==> config.mk <==
export PLATFORM = sky130hd
export DESIGN_NAME = voice_alloc
export DESIGN_NICKNAME = d
export VERILOG_FILES = /design/src/rtl/voice_alloc.sv
export SDC_FILE = /design/constraint.sdc
export NUM_CORES = 1
export LEC_CHECK = 0
export BUFFER_PORTS_ARGS = -buffer_cell sky130_fd_sc_hd__buf_4
export CAP_MARGIN = 0
export CORE_MARGIN = 2
export CORE_UTILIZATION = 50
export CTS_CLUSTER_SIZE = 8
export DETAILED_ROUTE_END_ITERATION = 10
export PLACE_DENSITY = 0.76
export RECOVER_POWER = 25
export REMOVE_ABC_BUFFERS = 1
export SYNTH_ARGS = -nofsm -noshare
export SYNTH_HDL_FRONTEND = slang
export SYNTH_SLANG_ARGS = --single-unit
==> constraint.sdc <==
create_clock -name clk -period 21.7 [get_ports clk]
set_input_delay 3.255 -clock clk [delete_from_list [all_inputs] [get_ports clk]]
set_output_delay 3.255 -clock clk [all_outputs]
set_load 0.005 [all_outputs]
==> src/rtl/voice_alloc.sv <==
// Note-on/note-off voice allocator that manages NUM_VOICES envelope voices.
// Define VOICE_STEAL_EN to steal the oldest busy voice instead of dropping a note-on.
module voice_alloc #(
  parameter int NUM_VOICES = 8,
  parameter int KEY_BITS   = 7,
  parameter int AGE_BITS   = 8
) (
  input  logic                           clk,
  input  logic                           rst,
  input  logic                           on_valid,
  output logic                           on_ready,
  input  logic [KEY_BITS-1:0]            on_key,
  input  logic [31:0]                    on_velocity,
  input  logic                           off_valid,
  input  logic [KEY_BITS-1:0]            off_key,
  input  logic [NUM_VOICES-1:0]          voice_avail,
  output logic [NUM_VOICES-1:0]          voice_gate,
  output logic [NUM_VOICES*KEY_BITS-1:0] voice_key,
  output logic [NUM_VOICES*32-1:0]       voice_velocity,
  output logic                           note_drop,
  output logic [1:0]                     alloc_state
);
  localparam int IDX_W = $clog2(NUM_VOICES);
  localparam logic [AGE_BITS-1:0] AGE_MAX = {AGE_BITS{1'b1}};

  typedef enum logic [1:0] {S_IDLE = 2'd0, S_ALLOC = 2'd1, S_STEAL = 2'd2} alloc_t;
  typedef enum logic [1:0] {V_FREE = 2'd0, V_HELD = 2'd1, V_REL = 2'd2} voice_t;

  alloc_t              state_q, state_d;
  logic [IDX_W-1:0]    victim_q, victim_d;
  logic                drop_q, drop_d;
  logic                pend_off_q, pend_off_d;
  logic [KEY_BITS-1:0] pend_key_q;
  logic [31:0]         pend_vel_q;

  voice_t              vstate_q [NUM_VOICES];
  logic [KEY_BITS-1:0] key_q    [NUM_VOICES];
  logic [31:0]         vel_q    [NUM_VOICES];
  logic [AGE_BITS-1:0] age_q    [NUM_VOICES];

  logic [NUM_VOICES-1:0] off_hit;
  logic                  retrig_found, free_found, commit;
  logic [IDX_W-1:0]      retrig_idx, free_idx, commit_idx;

  // Note-on transfers on a clock edge where on_valid and on_ready are both high;
  // on_valid may be held while on_ready is low and the payload must stay stable.
  assign on_ready    = (state_q == S_IDLE) || !rst;
  assign note_drop   = drop_q && rst;
  assign alloc_state = state_q;

  always_comb begin
    off_hit = '0;
    for (int i = 0; i < NUM_VOICES; i++)
      off_hit[i] = off_valid && (vstate_q[i] == V_HELD) && (key_q[i] == off_key);
  end

  // Descending scan so the lowest matching index wins.
  always_comb begin
    retrig_found = 1'b0;
    retrig_idx   = '0;
    free_found   = 1'b0;
    free_idx     = '0;
    for (int i = NUM_VOICES - 1; i >= 0; i--) begin
      if ((vstate_q[i] == V_HELD) && !off_hit[i] && (key_q[i] == pend_key_q)) begin
        retrig_found = 1'b1;
        retrig_idx   = IDX_W'(i);
      end
      if (vstate_q[i] == V_FREE) begin
        free_found = 1'b1;
        free_idx   = IDX_W'(i);
      end
    end
  end

`ifdef VOICE_STEAL_EN
  logic                rel_found, held_found;
  logic [AGE_BITS-1:0] rel_age, held_age;
  logic [IDX_W-1:0]    rel_idx, held_idx, steal_idx;

  // Oldest releasing voice first, then oldest held; strict compare keeps ties on the lowest index.
  always_comb begin
    rel_found  = 1'b0;
    held_found = 1'b0;
    rel_age    = '0;
    held_age   = '0;
    rel_idx    = '0;
    held_idx   = '0;
    for (int i = 0; i < NUM_VOICES; i++) begin
      if ((vstate_q[i] == V_REL) || off_hit[i]) begin
        if (!rel_found || (age_q[i] > rel_age)) begin
          rel_found = 1'b1;
          rel_age   = age_q[i];
          rel_idx   = IDX_W'(i);
        end
      end else if (vstate_q[i] == V_HELD) begin
        if (!held_found || (age_q[i] > held_age)) begin
          held_found = 1'b1;
          held_age   = age_q[i];
          held_idx   = IDX_W'(i);
        end
      end
    end
    steal_idx = rel_found ? rel_idx : held_idx;
  end
`endif

  always_comb begin
    state_d    = state_q;
    victim_d   = victim_q;
    drop_d     = 1'b0;
    pend_off_d = 1'b0;
    commit     = 1'b0;
    commit_idx = victim_q;
    case (state_q)
      S_IDLE: begin
        if (on_valid) state_d = S_ALLOC;
      end
      S_ALLOC: begin
        if (retrig_found) begin
          victim_d = retrig_idx;
          state_d  = S_STEAL;
        end else if (free_found) begin
          commit     = 1'b1;
          commit_idx = free_idx;
          state_d    = S_IDLE;
        end else begin
`ifdef VOICE_STEAL_EN
          victim_d = steal_idx;
          state_d  = S_STEAL;
`else
          drop_d   = 1'b1;
          state_d  = S_IDLE;
`endif
        end
      end
      S_STEAL: begin
        commit     = 1'b1;
        commit_idx = victim_q;
        pend_off_d = off_valid && (off_key == pend_key_q);
        state_d    = S_IDLE;
      end
      default: state_d = S_IDLE;
    endcase
  end

  always_ff @(posedge clk) begin
    if (!rst) begin
      state_q    <= S_IDLE;
      victim_q   <= '0;
      drop_q     <= 1'b0;
      pend_off_q <= 1'b0;
      pend_key_q <= '0;
      pend_vel_q <= '0;
      for (int i = 0; i < NUM_VOICES; i++) begin
        vstate_q[i] <= V_FREE;
        key_q[i]    <= '0;
        vel_q[i]    <= '0;
        age_q[i]    <= '0;
      end
    end else begin
      state_q    <= state_d;
      victim_q   <= victim_d;
      drop_q     <= drop_d;
      pend_off_q <= pend_off_d;
      if ((state_q == S_IDLE) && on_valid) begin
        pend_key_q <= on_key;
        pend_vel_q <= on_velocity;
      end
      for (int i = 0; i < NUM_VOICES; i++) begin
        if (commit && (commit_idx == IDX_W'(i))) begin
          vstate_q[i] <= V_HELD;
          key_q[i]    <= pend_key_q;
          vel_q[i]    <= pend_vel_q;
          age_q[i]    <= '0;
        end else begin
          if (commit && (vstate_q[i] != V_FREE) && (age_q[i] != AGE_MAX))
            age_q[i] <= age_q[i] + 1'b1;
          // A note-off seen while its own note was being stolen in releases it one cycle late.
          if (pend_off_q && (victim_q == IDX_W'(i)) && (vstate_q[i] == V_HELD))
            vstate_q[i] <= V_REL;
          else if (off_hit[i])
            vstate_q[i] <= V_REL;
          else if (voice_avail[i] && (vstate_q[i] == V_REL))
            vstate_q[i] <= V_FREE;
        end
      end
    end
  end

  always_comb begin
    voice_gate     = '0;
    voice_key      = '0;
    voice_velocity = '0;
    for (int i = 0; i < NUM_VOICES; i++) begin
      voice_gate[i] = rst && (vstate_q[i] == V_HELD) &&
                      !((state_q == S_STEAL) && (victim_q == IDX_W'(i)));
      voice_key[i*KEY_BITS +: KEY_BITS] = key_q[i];
      voice_velocity[i*32 +: 32]        = vel_q[i];
    end
  end

endmodule

==> results of run 1 <==
critical path, stage by stage:
cell and delay [ns]:
clkbuf_1 1.12, clkbuf_1 2.46, o311a_1 0.51, buf_4 0.13
layout by cell type (no fill, tap or decap), types with 5 or more instances in the layout:
cell type	synthesis	routed
nand3_1	11	11
clkbuf_4	0	104
edfxtp_1	328	328
xnor2_1	66	66
o21ai_0	14	9
o21ai_4	0	5
a31o_2	5	5
dfxtp_1	46	46
xor2_1	53	53
a211oi_1	5	5
nor3_1	121	121
o211ai_1	7	7
a31oi_1	10	10
nor4_1	17	17
nand4_1	17	17
buf_4	12	181
a21oi_1	49	49
clkbuf_16	0	53
nor2_1	135	135
nor2b_1	11	11
and3_1	6	6
nand2_1	140	136
clkbuf_1	36	152
nand3b_1	5	5
inv_1	53	53
metal layers:
metal,share of wire,vias to the layer above,GRT usage
met5,0,-,0
met4,0.035,0,0.0995
met3,0.10,108,0.0881
met2,0.49,687,0.508
met1,0.37,5676,0.387
li1,-,5125,-
power groups by stage:
stage                     Combinational, mW  Sequential (mW)  Clock (mW)
after floorplan                      0.0604            0.852           0
after detailed placement              0.155            0.856           0
after CTS                             0.156            0.843       0.755
final                                 0.148            0.843       0.748
after global routing                  0.159            0.845       0.783
after global placement                0.153            0.856           0
per-stage QoR:
step           instances  total power, mW  setup slack [ns]  hold slack [ns]
4_1_cts             2042             1.75             13.68            0.454
5_1_grt             2042             1.79             10.80            0.467
3_5_place_dp        1945             1.01             13.17            0.447
3_3_place_gp        1945             1.01             13.28            0.442
6_report            2042             1.74             10.95            0.455
2_1_floorplan       1154            0.913             10.43            0.437
area by class of cell:
| cell class | count | area (sq um) | area share |
|---|---|---|---|
| timing repair buffer | 395 | 2550 | 0.129 |
| inverter | 53 | 199 | 0.0101 |
| sequential | 374 | 10800 | 0.546 |
| clock inverter | 2 | 38.8 | 0.00197 |
| clock buffer | 95 | 1480 | 0.0752 |
| tap | 396 | 495 | 0.0251 |
| multi-input combinational | 727 | 4180 | 0.212 |
flip-flops by register name, indices dropped and copies added (netlist names):
signal / flops
key_q: 56
victim_q: 3
pend_key_q: 7
vstate_q: 16
drop_q: 1
pend_vel_q: 32
pend_off_q: 1
alloc_state: 2
vel_q: 256
kinds of logic (layout without fill, tap and decap cells):
logic type               Yosys count  in the layout
flip-flops                       374            374
adder cells (fa/ha/maj)            3              3
XOR/XNOR                         119            119
AO/OA/AOI/OAI                    114            114
AND/OR/NAND/NOR                  491            491
buffers and inverters            133            545
how the worst max path moves through the flow:
stage	slack, ns	endpoint	startpoint
6_report	10.95	voice_gate[2]	rst
3_5_place_dp	13.17	vel_q[0][63]	off_key[4]
2_1_floorplan	10.43	key_q[0][0]	off_key[6]
5_1_grt	10.80	voice_gate[2]	rst
4_1_cts	13.68	voice_gate[1]	rst
3_3_place_gp	13.28	vel_q[0][60]	off_key[4]
==> metrics.md, run 1 <==
| Metric | Value |
|---|---|
| Max frequency | 93.1 MHz |
| Layout net count | 1664 |
| Adder-Cell Fraction of Synth Area | 0.00243 |
| Leakage Power | 7.54 nW |
| Simple-gate share of the synthesized area | 0.148 |
| Max-slew violation count | 83 |
| Longest Clk Path Bufs | 3 |
| Hold Crit Class | reg2reg |
| Worst EP required | 18.45 ns |
| Hold_buf cts | 0 |
| Mean Syn Cell Area | 12.5 sq um |
| CTS clk-pin slew, worst paths | ~0.050 ns |
| # IOs | 382 |
| Synth area leaders | edfxtp_1 (64%), dfxtp_1 (6.0%), nor3_1 (3.9%) |
| Final antenna-violating net count | 0 |
| Count leader, synth | edfxtp_1 |
| Post-synth EDFFs | 328 |
| Pin count of the biggest net entering global routing | 90 |
| Clock Skews | 0.0238 ns |
| Biggest area consumer among synthesized cells | edfxtp_1 |
| Multiplexer share of the synthesized area | 0 |
| ANT cells | 0 |
| Setup Viol. Count Final | 0 |
| CP Class | in2out |
| Hold Vio Cnt, Final | 0 |
| CP Launch Type | input port |
| Min-Delay Startpoint | pend_vel_q[29] |
| RSZ-0062 raised after global routing | no |
| Yosys warns | 0 |
| Fin crit period | 10.75 ns |
| DRT iter0 DRCs | approximately 1100 |
| Max Cap Violations | 2 |
| Outcome | finished, violations left |
| Synthesized area | ~15000 sq um |
| R2R Path End | vel_q[0][23] |
| CTS tree | built |
| Worst endpoint data arrival time | 7.49 ns |
| Psw | 410 uW |
| Synth Area in XOR/XNOR | 0.0675 |
| R2r startpoint | key_q[0][25] |
| Slew of the pin with the lowest slew margin | 3.37 ns |
| Fillcell total | 2346 |
| Reg2Reg Setup Slack | about 16 ns |
| Synth Area in Compound Gates | 0.0473 |
| Initial core utilization | 0.506 |
| Comb pwr share | 0.085 |
| Peak supply drop | 60.7 uV |
| CTS root buf | clkbuf_16 |
| Yosys top cell area share | 0.638 |
| Total track usage | 0.305 |
| Drt via density | 5.68 |
| Internal power | approximately 1.3 mW |
| Htree depth | 2 |
| Crit share post-route | 0.495 |
| Die Wd | 180 um |
| Placed cell areas | roughly 19000 sq um |
| Worst skew pair latency | 0.56 ns |
| Std-Cell Rows | between 60 and 70 |
| Input/output buffers | about 380 |
| Post-CTS setup buffers | 0 |
| Synthesis-stage register bit count | roughly 370 |
| Rel. slew slack | -1.24 |
| GPL Wtd Cong | 0.891 |
| Layout cells sized above 1 | 0.221 |
| Synth Flop Type | edfxtp_1 |
| DIE AREA | 32300 sq um |
| Total number of vias | ~12000 |
| Final Cell Area | 19700 sq um |
| Crit path capture type | primary output |
| Post-route DRC | 0 |
| Core region area | 30500 sq um |
| WHS Path Cells | 2 |
| Die H | between 150 and 200 um |
| Seq pwr share | 0.485 |
| Register area share after synthesis | 0.698 |
| Violations in the final reports | capacitance limit, slew limit |
| Post-synthesis async set-or-reset flop share | 0 |
| Yosys cell types | 53 |
| Area Overhead vs Synth | 27.8% |
| Hold path endpoint | pend_vel_q[29] |
| Cell count after synthesis | between 1000 and 1500 |
| Vias in the first global route | about 12000 |
| Wirelength, routed | 50.1 mm |
| First-pass GRT wire length | 74.3 mm |
| Initial antenna violation count | 0 |
| TritonCTS Buffers | 52 |
| Clock share of power | 0.430 |
| Sinks on Clock Net | approximately 370 |
| Pre-antenna DRT Iters | 6 |
| Sw frac | 0.236 |
| Crit Path Max Fanout | 60 |
| Global route overflow | 0 |
| PwrDens | about 90 nW/um^2 |
| Final core occ | 0.646 |
| TNS Setup | 0 ns |
| Post-cts sizing count | 0 |
| Per-cell routed wire length | roughly 25 um |
| Synth top cells by count | edfxtp_1 (328), nand2_1 (140), nor2_1 (135), nor3_1 (121), xnor2_1 (66) |
| Post-DP HPWL | 33.9 mm |
| Main combinational cell family by area after synthesis | simple AND/OR/NAND/NOR gates |
| Cells on worst reg2reg path | 10 |
(Power assumes the default switching activity.)
==> run 2: changes to the inputs <==
- CORE_UTILIZATION: 50 -> 48
- clock period: 21.7 -> 9.1 ns (I/O delays scaled with it)
==> run 2 against run 1 <==
The run still ends with capacitance limit, slew limit left. Sequential power rose by 140%. Sequential cell count is the same. Non-clock buffer count up 2. Global-route usage shrank 1.8 points. Final cell count increased by 0.44%. Critical path depth up 1. First-iteration DRC count down 7.1%. Clock skew increased by 0.0032 ns. Cell area up 0.15%. Die area grew 4.1%. Core utilization is 2.2 points lower. Highest routed layer unchanged.
==> metrics.md, run 2 (same netlist as run 1, synthesis figures left out) <==
| Metric | Value |
|---|---|
| Core region area | 31600 sq um (+3.7%) |
| CP Launch Type | input port |
| Outcome | finished, violations left |
| Fin crit period | a little over 7 ns |
| Max frequency | between 100 and 150 MHz |
| Vias in the first global route | 11452 (-1.7%) |
| Crit Path Max Fanout | 60 (unchanged) |
| Peak supply drop | 156 uV (+160%) |
| Final antenna-violating net count | 0 (unchanged) |
| Layout cells sized above 1 | 0.220 (-0.000401) |
| Setup Viol. Count Final | 0 (unchanged) |
| Most common cell after layout, fill and taps aside | edfxtp_1 |
| Cell with the biggest individual delay on the critical path | clkbuf_1 |
| Hold slack | 0.454 ns (-0.000292 ns) |
| Pre-antenna DRT Iters | 5 (-1) |
| Fillcell total | 2519 (+7.4%) |
| Sinks on Clock Net | 374 (unchanged) |
| Std-Cell Rows | 65 (+1.6%) |
| Worst EP required | 7.74 ns (-10.71 ns) |
| Final Cell Area | 19800 sq um (+0.15%) |
| Initial antenna violation count | 0 (unchanged) |
| Setup crit start | rst |
| Largest Register | vel_q |
| FF/Latch Area | 10800 sq um (unchanged) |
| Min-Delay Startpoint | pend_vel_q[2] |
| Post-DP HPWL | 33.2 mm (-2.1%) |
| GPL Wtd Cong | 0.890 (about the same) |
| Most frequent cells in the layout | edfxtp_1 (328), buf_4 (177), clkbuf_1 (155) |
| Violations in the final reports | capacitance limit, slew limit |
| Wirelength, routed | 49.5 mm (-1.2%) |
| Layout Cells excl Fill | 2051 (+0.44%) |
| PwrDens | 211 nW/um^2 (+140%) |
| Max Cap Violations | 2 (unchanged) |
| Max-slew violation count | 61 (-27%) |
| Pin count of the biggest net entering global routing | 90 (unchanged) |
| RSZ-0062 raised after global routing | no |
| DRT iter0 DRCs | 1039 (-7.1%) |
| CTS clk-pin slew, worst paths | 0.05 ns (about the same) |
| Worst path cell trace | clkbuf_1 -> clkbuf_1 -> nand2_1 -> a31oi_1 -> buf_4 |
| Die H | 183 um (+2.0%) |
| CP Class | in2out |
| CTS tree | built |
| Drt via density | 5.69 (+0.21%) |
| CTS root buf | clkbuf_16 |
| Most used cell, CP | clkbuf_1 |
| Multi-input logic area | 4180 sq um (unchanged) |
| Wire length on met2 | 24.0 mm (-1.3%) |
| Hold Vio Cnt, Final | 0 (unchanged) |
| Placed cell areas | 18600 sq um (+0.12%) |
| First-pass GRT wire length | 71.1 mm (-4.3%) |
| Global route overflow | 0 (unchanged) |
| CP Buf/Inv Count | 3 (unchanged) |
| Post-cts sizing count | 0 (unchanged) |
| Longest Clk Path Bufs | 3 (unchanged) |
| Hold Crit Class | reg2reg |
| Per-cell routed wire length | 24.1 um (-1.7%) |
| CP top delay family | buffers and inverters |
| Post-layout power | 4.17 mW (+140%) |
| Post-Route M1 WL | 18.2 mm (-3.2%) |
| Crit-path max cell delay | 2.49 ns (+0.03 ns) |
| Crit share post-route | 0.776 |
| WL met3 | 5.00 mm (-4.1%) |
| Crit path capture type | primary output |
| Initial core utilization | 0.488 (-0.0180) |
| Input/output buffers | 381 (unchanged) |
| Total number of vias | 11671 (+0.65%) |
| Htree depth | 2 (unchanged) |
| Leakage Power | 7.54 nW (about the same) |
| Top Metal Used | met4 |
| # IOs | 382 (unchanged) |
| ANT cells | 0 (unchanged) |
| Dpl cells | 1953 (+0.41%) |
| Post-route DRC | 0 (unchanged) |
| DIE AREA | 33600 sq um (+4.1%) |
| Post-CTS setup buffers | 0 (unchanged) |
| Clock Skews | 0.0270 ns (+0.00323 ns) |
| Rel. slew slack | -1.27 (-0.0245) |
| Largest registers | vel_q (256), key_q (56), pend_vel_q (32) |
| Worst endpoint data arrival time | 5.70 ns (-1.79 ns) |
| Total track usage | 0.287 (-0.0180) |
| TritonCTS Buffers | 52 (unchanged) |
| Layout net count | 1666 (+0.12%) |
| Slew of the pin with the lowest slew margin | 3.40 ns (+0.0367 ns) |
| Final core occ | 0.624 (-0.0221) |
| Max reg flops | 256 (unchanged) |
| R2r startpoint | pend_key_q[3] |
| Hold_buf cts | 0 (unchanged) |
| Worst skew pair latency | 0.57 ns (about the same) |
| Die Wd | 183 um (+2.0%) |
| Area Overhead vs Synth | 28.0% |
[run 2: area by class of cell]
| cell class | count | area share |
|---|---|---|
| clock inverter | 2 | 0.00234 |
| clock buffer | 96 | 0.0758 |
| sequential | 374 | 0.545 |
| timing repair buffer | 397 | 0.129 |
| multi-input combinational | 727 | 0.212 |
| inverter | 53 | 0.0101 |
| tap | 402 | 0.0255 |
[run 2: metal layers]
metal | up-vias | GRT usage
met2 | 662 | 0.469
met4 | 0 | 0.129
met1 | 5736 | 0.355
met3 | 137 | 0.0866
met5 | - | 0
li1 | 5136 | -
[run 2: path summary, 6_finish.rpt]
path / endpoint / slack, ns / cells after the start
max: voice_gate[0] / 2.04 / 5
min reg2reg: pend_vel_q[2] / 0.45 / 2
min: pend_vel_q[2] / 0.45 / 2
max reg2reg: vel_q[0][175] / 3.69 / 9
[run 2: power by group]
group | total, mW | switching (mW) | internal (mW)
combinational | 0.356 | 0.223 | 0.132
clock | 1.80 | 0.706 | 1.10
sequential | 2.01 | 0.0575 | 1.95
[run 2: worst reg2reg max path: stages, from the launching register on]
cell	delay [ns]
dfxtp_1	0.88
xnor2_1	0.15
and4_1	0.23
o211ai_1	0.15
or4b_4	0.56
or4_1	0.73
o22ai_4	0.25
buf_4	0.81
o211ai_1	0.27
nand2_2	0.97
[run 2: stage by stage]
step	worst slack, ns	TNS [ns]
after CTS	3.30	0
final	2.04	0
after global placement	2.85	0
after detailed placement	2.70	0
after floorplan	-0.276	-21.50
after global routing	1.91	0
